===== src/rtl/uart_pkg.sv =====
// Shared UART definitions: frame FSM state encoding and line levels,
// common to the transmit engine and the receive control path.
package uart_pkg;

    localparam int DATA_W = 8;

    localparam logic IDLE_LVL  = 1'b1;
    localparam logic START_LVL = 1'b0;

    typedef enum logic [2:0] {
        IDLE   = 3'd0,
        START  = 3'd1,
        DATA   = 3'd2,
        PARITY = 3'd3,
        STOP   = 3'd4
    } uart_state_t;

endpackage


===== src/rtl/uart_bit_timer.sv =====
// Bit-period timer: counts 0..BIT_TIME-1 and raises btu on the last clock of
// each bit. clr holds the count at zero so every state entry starts a fresh bit.
module uart_bit_timer #(
    parameter int BIT_TIME = 5208
) (
    input  logic clk,
    input  logic reset,
    input  logic clr,
    output logic btu
);

    localparam int CW = $clog2(BIT_TIME);

    logic [CW-1:0] count;

    assign btu = (count == CW'(BIT_TIME - 1));

    always_ff @(posedge clk or posedge reset) begin
        if (reset) begin
            count <= '0;
        end else if (clr || btu) begin
            count <= '0;
        end else begin
            count <= count + CW'(1);
        end
    end

endmodule


===== src/rtl/uart_tx_engine.sv =====
// UART transmitter: start bit, 8 data bits LSB first, optional parity, stop bit.
// Parity (and the PARITY_ODD parameter) exist only when UART_TX_PARITY_EN is defined.
module uart_tx_engine
    import uart_pkg::*;
#(
    parameter int BIT_TIME = 5208
`ifdef UART_TX_PARITY_EN
    ,
    parameter bit PARITY_ODD = 1'b0
`endif
) (
    input  logic              clk,
    input  logic              reset,
    input  logic              load,
    input  logic [DATA_W-1:0] data_in,
    output logic              Tx,
    output logic              tx_rdy,
    output logic              tx_done
);

    uart_state_t       state, state_nx;
    logic [DATA_W-1:0] shift, shift_nx;
    logic [2:0]        bit_cnt, bit_cnt_nx;
    logic              tx_nx;
    logic              btu;

    // The timer is held cleared while idle, so START always begins at count 0.
    uart_bit_timer #(
        .BIT_TIME (BIT_TIME)
    ) u_bit_timer (
        .clk   (clk),
        .reset (reset),
        .clr   (state == IDLE),
        .btu   (btu)
    );

`ifdef UART_TX_PARITY_EN
    logic parity_bit;

    always_ff @(posedge clk or posedge reset) begin
        if (reset) begin
            parity_bit <= 1'b0;
        end else if (tx_rdy && load) begin
            parity_bit <= (^data_in) ^ PARITY_ODD;
        end
    end
`endif

    always_ff @(posedge clk or posedge reset) begin
        if (reset) begin
            state   <= IDLE;
            shift   <= '0;
            bit_cnt <= '0;
            Tx      <= IDLE_LVL;
        end else begin
            state   <= state_nx;
            shift   <= shift_nx;
            bit_cnt <= bit_cnt_nx;
            Tx      <= tx_nx;
        end
    end

    // The last stop-bit cycle doubles as a load slot for back-to-back frames.
    always_comb begin
        state_nx   = state;
        shift_nx   = shift;
        bit_cnt_nx = bit_cnt;
        tx_rdy     = 1'b0;
        tx_done    = 1'b0;
        case (state)
            IDLE: begin
                tx_rdy = 1'b1;
                if (load) begin
                    state_nx   = START;
                    shift_nx   = data_in;
                    bit_cnt_nx = '0;
                end
            end
            START: begin
                if (btu) begin
                    state_nx = DATA;
                end
            end
            DATA: begin
                if (btu) begin
                    shift_nx   = shift >> 1;
                    bit_cnt_nx = bit_cnt + 3'd1;
                    if (bit_cnt == 3'd7) begin
`ifdef UART_TX_PARITY_EN
                        state_nx = PARITY;
`else
                        state_nx = STOP;
`endif
                    end
                end
            end
`ifdef UART_TX_PARITY_EN
            PARITY: begin
                if (btu) begin
                    state_nx = STOP;
                end
            end
`endif
            STOP: begin
                if (btu) begin
                    tx_done  = 1'b1;
                    tx_rdy   = 1'b1;
                    state_nx = IDLE;
                    if (load) begin
                        state_nx   = START;
                        shift_nx   = data_in;
                        bit_cnt_nx = '0;
                    end
                end
            end
            default: begin
                state_nx = IDLE;
            end
        endcase
    end

    // Line level is decoded from the next state so Tx comes straight off a flop.
    always_comb begin
        tx_nx = IDLE_LVL;
        case (state_nx)
            START:   tx_nx = START_LVL;
            DATA:    tx_nx = shift_nx[0];
`ifdef UART_TX_PARITY_EN
            PARITY:  tx_nx = parity_bit;
`endif
            default: tx_nx = IDLE_LVL;
        endcase
    end

endmodule


===== config.mk =====
export PLATFORM = sky130hd
export DESIGN_NAME = uart_tx_engine
export DESIGN_NICKNAME = d
export VERILOG_FILES = /design/src/rtl/uart_pkg.sv /design/src/rtl/uart_bit_timer.sv /design/src/rtl/uart_tx_engine.sv
export SDC_FILE = /design/constraint.sdc
export NUM_CORES = 1
export LEC_CHECK = 0
export ABC_AREA = 1
export CAP_MARGIN = 20
export CORE_ASPECT_RATIO = 0.9
export CORE_MARGIN = 2
export CORE_UTILIZATION = 61
export DETAILED_ROUTE_END_ITERATION = 6
export PLACE_DENSITY_LB_ADDON = 0.3
export SYNTH_ARGS = -nofsm -noshare
export SYNTH_HDL_FRONTEND = slang
export SYNTH_SLANG_ARGS = --single-unit
export TNS_END_PERCENT = 20

===== constraint.sdc =====
create_clock -name clk -period 3.98 [get_ports clk]
set_input_delay 0.995 -clock clk [delete_from_list [all_inputs] [get_ports clk]]
set_output_delay 0.995 -clock clk [all_outputs]
set_load 0.03 [all_outputs]

Yosys cells after proc, flatten, opt, wreduce, memory -nomap -nowiden
Cells that the tools add are included.

RAM bits: 0. Input bits: 11. Register bits after elaboration: 28. Bits in read-only memories: 0. Output and inout bits: 3. Bits in latches: 0. Memories: 0.

Equality and inequality tests: 9. Bitwise operators: 0. Multiplexer cells: 20. Shift operators: 0. Divide/modulo/power cells: 0. $mul: 0. Reductions and logical operators: 4. Add/subtract/negate cells: 2. $lt $le $gt $ge: 0.

Operators with widths (count): 3-bit two-way mux (8); 8-bit two-way mux (3); 8-bit one-hot mux with 3 select lines (1); 13-bit by 1-bit adder with 13-bit output (second input constant) (1); 13-bit == test (second input constant) (1); 13-bit two-way mux (1); 3-bit one-hot mux with 4 select lines (1); 3-bit one-hot mux with 3 select lines (1); 3-bit by 1-bit == test with 1-bit output (second input constant) (2); 3-bit by 2-bit == test with 1-bit output (second input constant) (2); 3-bit == test (second input constant) (2); 2-bit by 1-bit inequality test with 1-bit output (second input constant) (2); 1-bit one-hot mux with 2 select lines (2); 3-bit by 1-bit adder with 3-bit output (second input constant) (1); 3-bit zero test (1); 1-bit two-way mux (3); 3-bit AND reduction (1); 3-bit nonzero test (1); 1-bit logical OR (1).

Depth between registers and ports, before layout
Gate-level depths: netlist of run 1.

Word-level depth: 6. Depth in mapped cells: 11. Mapped depth without buffers: 11.

By module
Synthesis of run 1 repeated with hierarchy kept, for this count alone.

Cells, all modules: 208. Area total of the unflattened synthesis: 1589.0 µm².

Modules (own cells, without submodules): uart_tx_engine (cells each 111, area each 854.6 µm², instances 1); uart_bit_timer (cells each 97, area each 734.5 µm², instances 1).

Worst setup path before layout of run 1
No wires, ideal clock.

Path type: register to output. From: register u_bit_timer.count[0]. To: output tx_done. Slack: 1.781 ns. Arrival time: 1.204 ns. Stages on the path, launching flop included: 8. Required time: 2.985 ns. Cells stage by stage: dfrtp_1 ha_1 nand2_2 inv_2 nand2_4 nor2_8 nand3_4 inv_1.

Cells in the longest elaborated chain, start to end: 3.

RTL lines: start: declaration (RTL line uart_bit_timer.sv:14) `logic [CW-1:0] count;`; start signal: assignment (RTL line uart_bit_timer.sv:24) `count <= count + CW'(1);`; 13-bit == test (RTL line uart_bit_timer.sv:16) `assign btu = (count == CW'(BIT_TIME - 1));`; 1-bit two-way mux (RTL line uart_tx_engine.sv:105) `if (btu) begin`; 1-bit two-way mux (RTL line uart_tx_engine.sv:70) `case (state)`; end: declaration (RTL line uart_tx_engine.sv:18) `output logic tx_done`.

No other way between the ends.

Worst setup path in the final report of run 1
From: register u_bit_timer.count[0]. To: output tx_rdy.

Cells in the longest elaborated chain, start to end: 3.

RTL lines: 13-bit == test (RTL line uart_bit_timer.sv:16); 1-bit two-way mux (RTL line uart_tx_engine.sv:105); 1-bit one-hot mux with 2 select lines (RTL line uart_tx_engine.sv:70); end: declaration (RTL line uart_tx_engine.sv:17) `output logic tx_rdy,`.

No other way between the ends.

==> impl_results.md, run 1 <==
* Maximum vdd drop at 0.2302 mV
* Wire length per cell at 12.54 microns
* Hold buffers post-CTS at 0
* CP Class: reg2out
* Die area at 0.002995 sq mm
* Unique masters post-synth at 32
* IO Count at 14
* CP Max Fanout at 9
* Met3 wire length at 106 microns
* Relative slew slack at 71.47%
* Cells after Synth at 184
* Clock sink count at 28
* Placer Congestion at 0.8955
* Yosys top cell area share at 43.06%
* Synth top area cells: dfrtp_1 (43%), nand2_1 (7.4%), nand3_1 (6.4%), inv_1 (5.3%), nor2_1 (4.5%)
* Num CTS Buffers at 3
* Vias in the first global route at 1227
* Worst skew pair latency at 0.32 ns
* Number of synthesis warnings at 0
* Setup Skew at 0.002629 ns
* Largest net degree at the start of global routing at 29
* MaxCap Viol Count at 0
* Share of cells above drive strength 1 at 15.50%
* First-pass GRT wire length at 5071 microns
* Worst R2R Path Depth at 7
* Clk buf depth at 2
* RSZ-0062 raised after global routing: false
* DRC errors left at 0
* Post-Syn Area at 0.001569 sq mm
* Row cnt at 17
* Initial core utilization at 64.14%
* Remaining global-route overflow at 0
* Yosys top cell by area: dfrtp_1
* Post-CTS Setup Bufs at 0
* HP Class: reg2reg
* Vias per cell at 5.579
* Register area at 701.9 sq um
* Fillers at 187
* Clock transition at path regs at 0.14 ns
* CP max-delay cell: clkdlybuf4s50_1
* M1 WL at 1295 microns
* Max frequency at 0.3102 GHz
* Iteration-0 DRC Markers at 51
* Hold WS at 0.4744 ns
* Pwr Total at 443.3 uW
* IO Port Bufs at 13
* Period minus WS final at 3.224 ns
* Crit path arrival time at 2.23 ns
* Multi-input gate area at 747.0 sq um
* Top cell by count, worst path: nand2_4
* PD cells at 249.1 mW/mm^2
* CP endpoint kind: output pin
* Finish-stage setup viols at 0
* Hold path depth at 1
* Post-Route WL at 2858 microns
* Final hold violation count at 0
* Area grow syn2layout at 13.40%
* Fin nets at 215
* Remaining antenna violation count at 0
* R2R setup slack at 2.23 ns
* Slew Limit Fails at 0
* Status: complete, no violations
* Leakage Power at 0.8739 nW
* Met2 wire len at 1407 microns
* Syn nets at 198
* H-tree depth at 1
* CTS tree: done
* Pre-Repair DR Iteration Count at 4
* Ant diodes at 0
* Die width at 57.46 microns
* Critical Path RT at 2.98 ns
* Clk root buf: clkbuf_4
* Post_cts resized at 0
* Cells along the critical path: ha_1 > nand2_2 > inv_2 > nand2_4 > nor2_8 > nand3_4 > nand2_4 > clkdlybuf4s50_1
* Startpoint types: flip-flop
* Worst-margin pin slew at 0.4269 ns
* Final TNS setup at 0 ns
* Area of the core at 0.002446 sq mm
* Vias at 1272
* Die span in y at 52.12 microns
* Top layer in use: met4
* Seq cells post-synth at 28
* Sequential share of the synthesized area at 44.74%
* Worst stage delay on the critical path at 0.68 ns
* Overall routing resource usage at 22.26%
* Initial antenna violation count at 0
* DP HPWL at 2173 microns
* Syn Area/Cell at 8.527 sq um
* Final period util at 81.01%
==> registers in the layout, indices dropped and copies added, names as in the netlist <==
register / count
u_bit_timer.count: 13
shift: 8
bit_cnt: 3
state: 3
Tx: 1
==> cells in the mapped netlist <==
cell and instances:
inv_1 22, o21bai_1 1, o211ai_1 1, inv_2 5
a21oi_1 5, ha_1 3, nor3_4 1, nand3_1 20
buf_6 1, nand3_2 1, nor2_4 1, or2_0 1
nor2_1 19, o21ai_0 4, buf_4 1, nor3b_1 2
nand2_1 31, nor2_8 2, nand2_2 6, nor3_1 7
nand2_4 3, dfrtp_1 27, nand3_4 2, nor2_2 3
a22o_1 1, xor2_1 2, mux2_2 1, a211oi_1 1
o21a_1 1, dfstp_2 1, nand4_1 7, a31oi_1 1
==> placed cells by master, fill, tap and decap left out, types with 2 or more instances in the layout <==
cell type,Yosys,layout
nand2_4,3,3
nor2_1,19,19
xor2_1,2,2
nand3_4,2,2
clkdlybuf4s50_1,0,13
inv_2,5,5
nand4_1,7,7
dfrtp_1,27,27
nand2_2,6,6
nor2_8,2,2
nor3_1,7,7
nor2_2,3,3
nor3b_1,2,2
nand3_1,20,20
ha_1,3,3
inv_1,22,22
o21ai_0,4,4
nand2_1,31,31
a21oi_1,5,5
clkbuf_4,0,3
==> cell families after synthesis <==
logic type | Yosys count | synth area share, %
adders and majority gates | 3 | 2.393
xor gates and xnor gates | 2 | 1.117
and+or+nand+nor | 106 | 37.64
buffers and inverters | 29 | 7.656
AOI/OAI and AO/OA | 15 | 5.742
DFF | 28 | 44.74
muxes | 1 | 0.7177
==> final cells by class <==
type | instances | area share (%)
Clock buffer | 4 | 2.039
Inverter | 27 | 5.696
Multi-Input combinational cell | 127 | 41.98
Sequential cell | 28 | 39.45
Tap cell | 28 | 1.969
Timing Repair Buffer | 14 | 8.861
==> stage by stage <==
step / area, sq um / setup WS, ns / cells / utilization, %
6_report: 1779 / 0.7558 / 228 / 72.74
5_1_grt: 1779 / 0.6065 / 228 / 72.74
4_1_cts: 1752 / 0.7342 / 227 / 71.61
3_5_place_dp: 1715 / 1.129 / 223 / 70.13
3_3_place_gp: 1715 / 1.172 / 223 / 70.13
2_1_floorplan: 1569 / 1.781 / 184 / -
==> report_power, final <==
part | switching (mW) | leakage [nW] | internal (mW)
sequential | 0 | 0.316 | 0.285
combinational | 0.00869 | 0.537 | 0.0120
clock | 0.0820 | 0.0210 | 0.0560
==> path summary, 6_finish.rpt <==
check,startpoint,end
max,u_bit_timer.count[0],tx_rdy
min,u_bit_timer.count[0],u_bit_timer.count[0]
max reg2reg,u_bit_timer.count[0],u_bit_timer.count[11]
min reg2reg,u_bit_timer.count[0],u_bit_timer.count[0]
max in group asynchronous,reset,Tx
min in group asynchronous,reset,u_bit_timer.count[0]
==> critical path, delay by kind of cell (launching register included) <==
family | cells | cell delay, ns
buffers and inverters | 2 | 0.76
DFF | 1 | 0.40
and+or+nand+nor | 5 | 0.53
adders and majority gates | 1 | 0.21
==> metal layers <==
metal | vias up | track usage (%)
met2 | 31 | 36.93
met5 | - | 0
met4 | 0 | 9.690
li1 | 631 | -
met3 | 6 | 3.980
met1 | 604 | 28.57
No activity file was read; power rests on OpenSTA's default activity.
==> inputs of run 2 (changes only) <==
--- a/config.mk
+++ b/config.mk
@@ -9,7 +9,7 @@
 export CAP_MARGIN = 20
 export CORE_ASPECT_RATIO = 0.9
 export CORE_MARGIN = 2
-export CORE_UTILIZATION = 61
+export CORE_UTILIZATION = 51
 export DETAILED_ROUTE_END_ITERATION = 6
 export PLACE_DENSITY_LB_ADDON = 0.3
 export SYNTH_ARGS = -nofsm -noshare
==> constraint.sdc (replaced) <==
create_clock -name clk -period 2.6 [get_ports clk]
set_input_delay 0.65 -clock clk [delete_from_list [all_inputs] [get_ports clk]]
set_output_delay 0.65 -clock clk [all_outputs]
set_load 0.03 [all_outputs]
==> impl_results.md, run 2 (synthesis gave the netlist of run 1 again) <==
* Clock share of power at 32.0% (+0.9 points)
* Fin nets at 216 (+0.47%)
* Maximum vdd drop at 0.2151 mV (-6.6%)
* CTS tree: done
* R2R setup slack at 0.87 ns (-1.36 ns)
* Most flops, register: u_bit_timer.count
* Switch share at 21.22% (+0.77 points)
* Initial core utilization at 52.38% (-12 points)
* Top cell by count, worst path: nand2_4
* H-tree depth at 1 (unchanged)
* Startpoint types: flip-flop
* Cell Area, Placed at 0.001748 sq mm (+1.9%)
* CP max-delay cell: dfrtp_1
* Comb pwr share at 4.1% (-0.6 points)
* Number of flip-flops under the largest register name at 13 (unchanged)
* Area grow syn2layout at 13.08%
* Vias at 1251 (-1.7%)
* Largest net degree at the start of global routing at 29 (unchanged)
* Worst R2R Path Depth at 7 (unchanged)
* Post-layout instance area at 0.001774 sq mm (-0.28%)
* Hold path depth at 1 (unchanged)
* IO Port Bufs at 13 (unchanged)
* Overall routing resource usage at 18.29% (-4.0 points)
* HP Class: reg2reg
* Pre-Repair DR Iteration Count at 4 (unchanged)
* Hold Crit Endpoint: u_bit_timer.count[0]
* P_int at 536.8 uW (+52%)
* Relative slew slack at 71.24% (-0.24 points)
* Switching power at 144.6 uW (+60%)
* Leakage Power at 0.8740 nW (about the same)
* Hold path start: u_bit_timer.count[0]
* Hold buffers post-CTS at 0 (unchanged)
* Cells along the critical path: ha_1 > nand2_2 > inv_2 > nand2_4 > nor2_8 > nand3_4 > nand2_4 > clkbuf_2
* Placed cells at 239 (+7.2%)
* Initial antenna violation count at 0 (unchanged)
* Critical Path RT at 1.95 ns (-1.03 ns)
* Setup Skew at 0.004369 ns (+0.001740 ns)
* RR Startpoint: u_bit_timer.count[0]
* Hold WS at 0.4801 ns (+0.005753 ns)
* Vias per cell at 5.148 (-7.7%)
* Die area at 0.003537 sq mm (+18%)
* Row cnt at 19 (+2)
* Period minus WS final at 2.390 ns
* Clk root buf: clkbuf_4
* Remaining antenna violation count at 0 (unchanged)
* Final std cells w/o fill at 243 (+6.6%)
* Final hold violation count at 0 (unchanged)
* Max frequency at 0.4184 GHz
* Final TNS setup at 0 ns (unchanged)
* Share of cells above drive strength 1 at 16.92% (+1.4 points)
* Post-Route WL at 2933 microns (+2.6%)
* Post_cts resized at 3 (+3)
* Commonest non-fill, non-tap cell in the layout: nand2_1
* Die width at 62.47 microns (+8.7%)
* IO Count at 14 (unchanged)
* Finish-stage setup viols at 0 (unchanged)
* Clk buf depth at 2 (unchanged)
* Worst stage delay on the critical path at 0.40 ns (-0.28 ns)
* Slew Limit Fails at 0 (unchanged)
* Worst skew pair latency at 0.34 ns (+0.02 ns)
* Sequential fraction of design power at 63.9% (-0.3 points)
* Num CTS Buffers at 3 (unchanged)
* Placer Congestion at 0.8990 (+0.39%)
* Top delay family on crit path: simple AND/OR/NAND/NOR gates
* CP Max Fanout at 8 (-1)
* Iteration-0 DRC Markers at 42 (-18%)
* Remaining global-route overflow at 0 (unchanged)
* Area of the core at 0.002995 sq mm (+22%)
* CP Class: reg2out
* Fillers at 292 (+56%)
* DP HPWL at 2269 microns (+4.4%)
* Clock sink count at 28 (unchanged)
* DRC errors left at 0 (unchanged)
* MaxCap Viol Count at 0 (unchanged)
* Crit path arrival time at 1.74 ns (-0.49 ns)
* PD cells at 384.1 mW/mm^2 (+54%)
* Die span in y at 56.62 microns (+8.6%)
* Status: complete, no violations
* Worst reg2reg endpoint: u_bit_timer.count[9]
* Final period util at 91.92%
* Most frequent cells in the layout: nand2_1 (31), dfrtp_1 (27), inv_1 (22)
* CP endpoint kind: output pin
* First-pass GRT wire length at 5071 microns (unchanged)
* CP bufs+invs at 2 (unchanged)
* RSZ-0062 raised after global routing: false
* Post-CTS Setup Bufs at 0 (unchanged)
* Top flop regs: u_bit_timer.count x13, shift x8
* Wire length per cell at 12.07 microns (-3.7%)
* Worst-margin pin slew at 0.4304 ns (+0.003567 ns)
* Ant diodes at 0 (unchanged)
* Vias in the first global route at 1180 (-3.8%)
* Clock transition at path regs at 0.14 ns (about the same)
run 2: changes by cell type in the layout (fill, tap and decap cells not counted), sizes merged:
cell           delta
clkdlybuf4s50     -2
clkbuf            +2
buf               +1
run 2: layout make-up:
type / instances / area (sq um) / area share, %
Inverter: 27 / 101.3 / 5.712
Tap cell: 42 / 52.55 / 2.962
Sequential cell: 28 / 701.9 / 39.56
Timing Repair Buffer: 15 / 135.1 / 7.616
Clock buffer: 4 / 36.28 / 2.045
Multi-Input combinational cell: 127 / 747.0 / 42.10
run 2: how the worst max path moves through the flow:
stage	from	endpoint	slack, ns	cells after the start
5_1_grt	u_bit_timer.count[0]	tx_rdy	0.07	8
3_3_place_gp	u_bit_timer.count[0]	tx_rdy	0.19	8
3_5_place_dp	u_bit_timer.count[0]	tx_rdy	0.12	8
6_report	u_bit_timer.count[0]	tx_rdy	0.21	8
2_1_floorplan	u_bit_timer.count[0]	tx_done	0.75	7
4_1_cts	u_bit_timer.count[0]	tx_done	0.01	8
run 2: metal layers:
layer | vias to the layer above | routed length [microns] | GRT usage (%)
met1 | 594 | 1333 | 23.88
met2 | 22 | 1447 | 30.88
met5 | - | 0 | 0
met4 | 0 | 48 | 6.667
li1 | 630 | - | -
met3 | 5 | 104 | 3.006
run 2: power groups by stage:
stage	sequential, mW	combinational, mW	clock [mW]
after floorplan	0.444	0.0111	0
after global placement	0.444	0.0280	0
after detailed placement	0.444	0.0283	0
after CTS	0.436	0.0285	0.229
after global routing	0.436	0.0310	0.246
final	0.436	0.0279	0.218
run 2: metrics by stage:
stage / power [mW] / setup WS (ns) / utilization [%]
after floorplan: 0.4548 / 0.7464 / -
after global placement: 0.4717 / 0.1886 / 58.35
after detailed placement: 0.4721 / 0.1236 / 58.35
after CTS: 0.6931 / 0.01136 / 59.52
after global routing: 0.7126 / 0.07306 / 59.23
final: 0.6815 / 0.2102 / 59.23
==> inputs of run 3 (changes only) <==
--- a/config.mk
+++ b/config.mk
@@ -11,6 +11,7 @@
 export CORE_MARGIN = 2
 export CORE_UTILIZATION = 51
 export DETAILED_ROUTE_END_ITERATION = 6
+export HOLD_SLACK_MARGIN = 0.12
 export PLACE_DENSITY_LB_ADDON = 0.3
 export SYNTH_ARGS = -nofsm -noshare
 export SYNTH_HDL_FRONTEND = slang
==> results of run 3 <==
No change in the layout: final DEF, timing and power equal those of run 2.
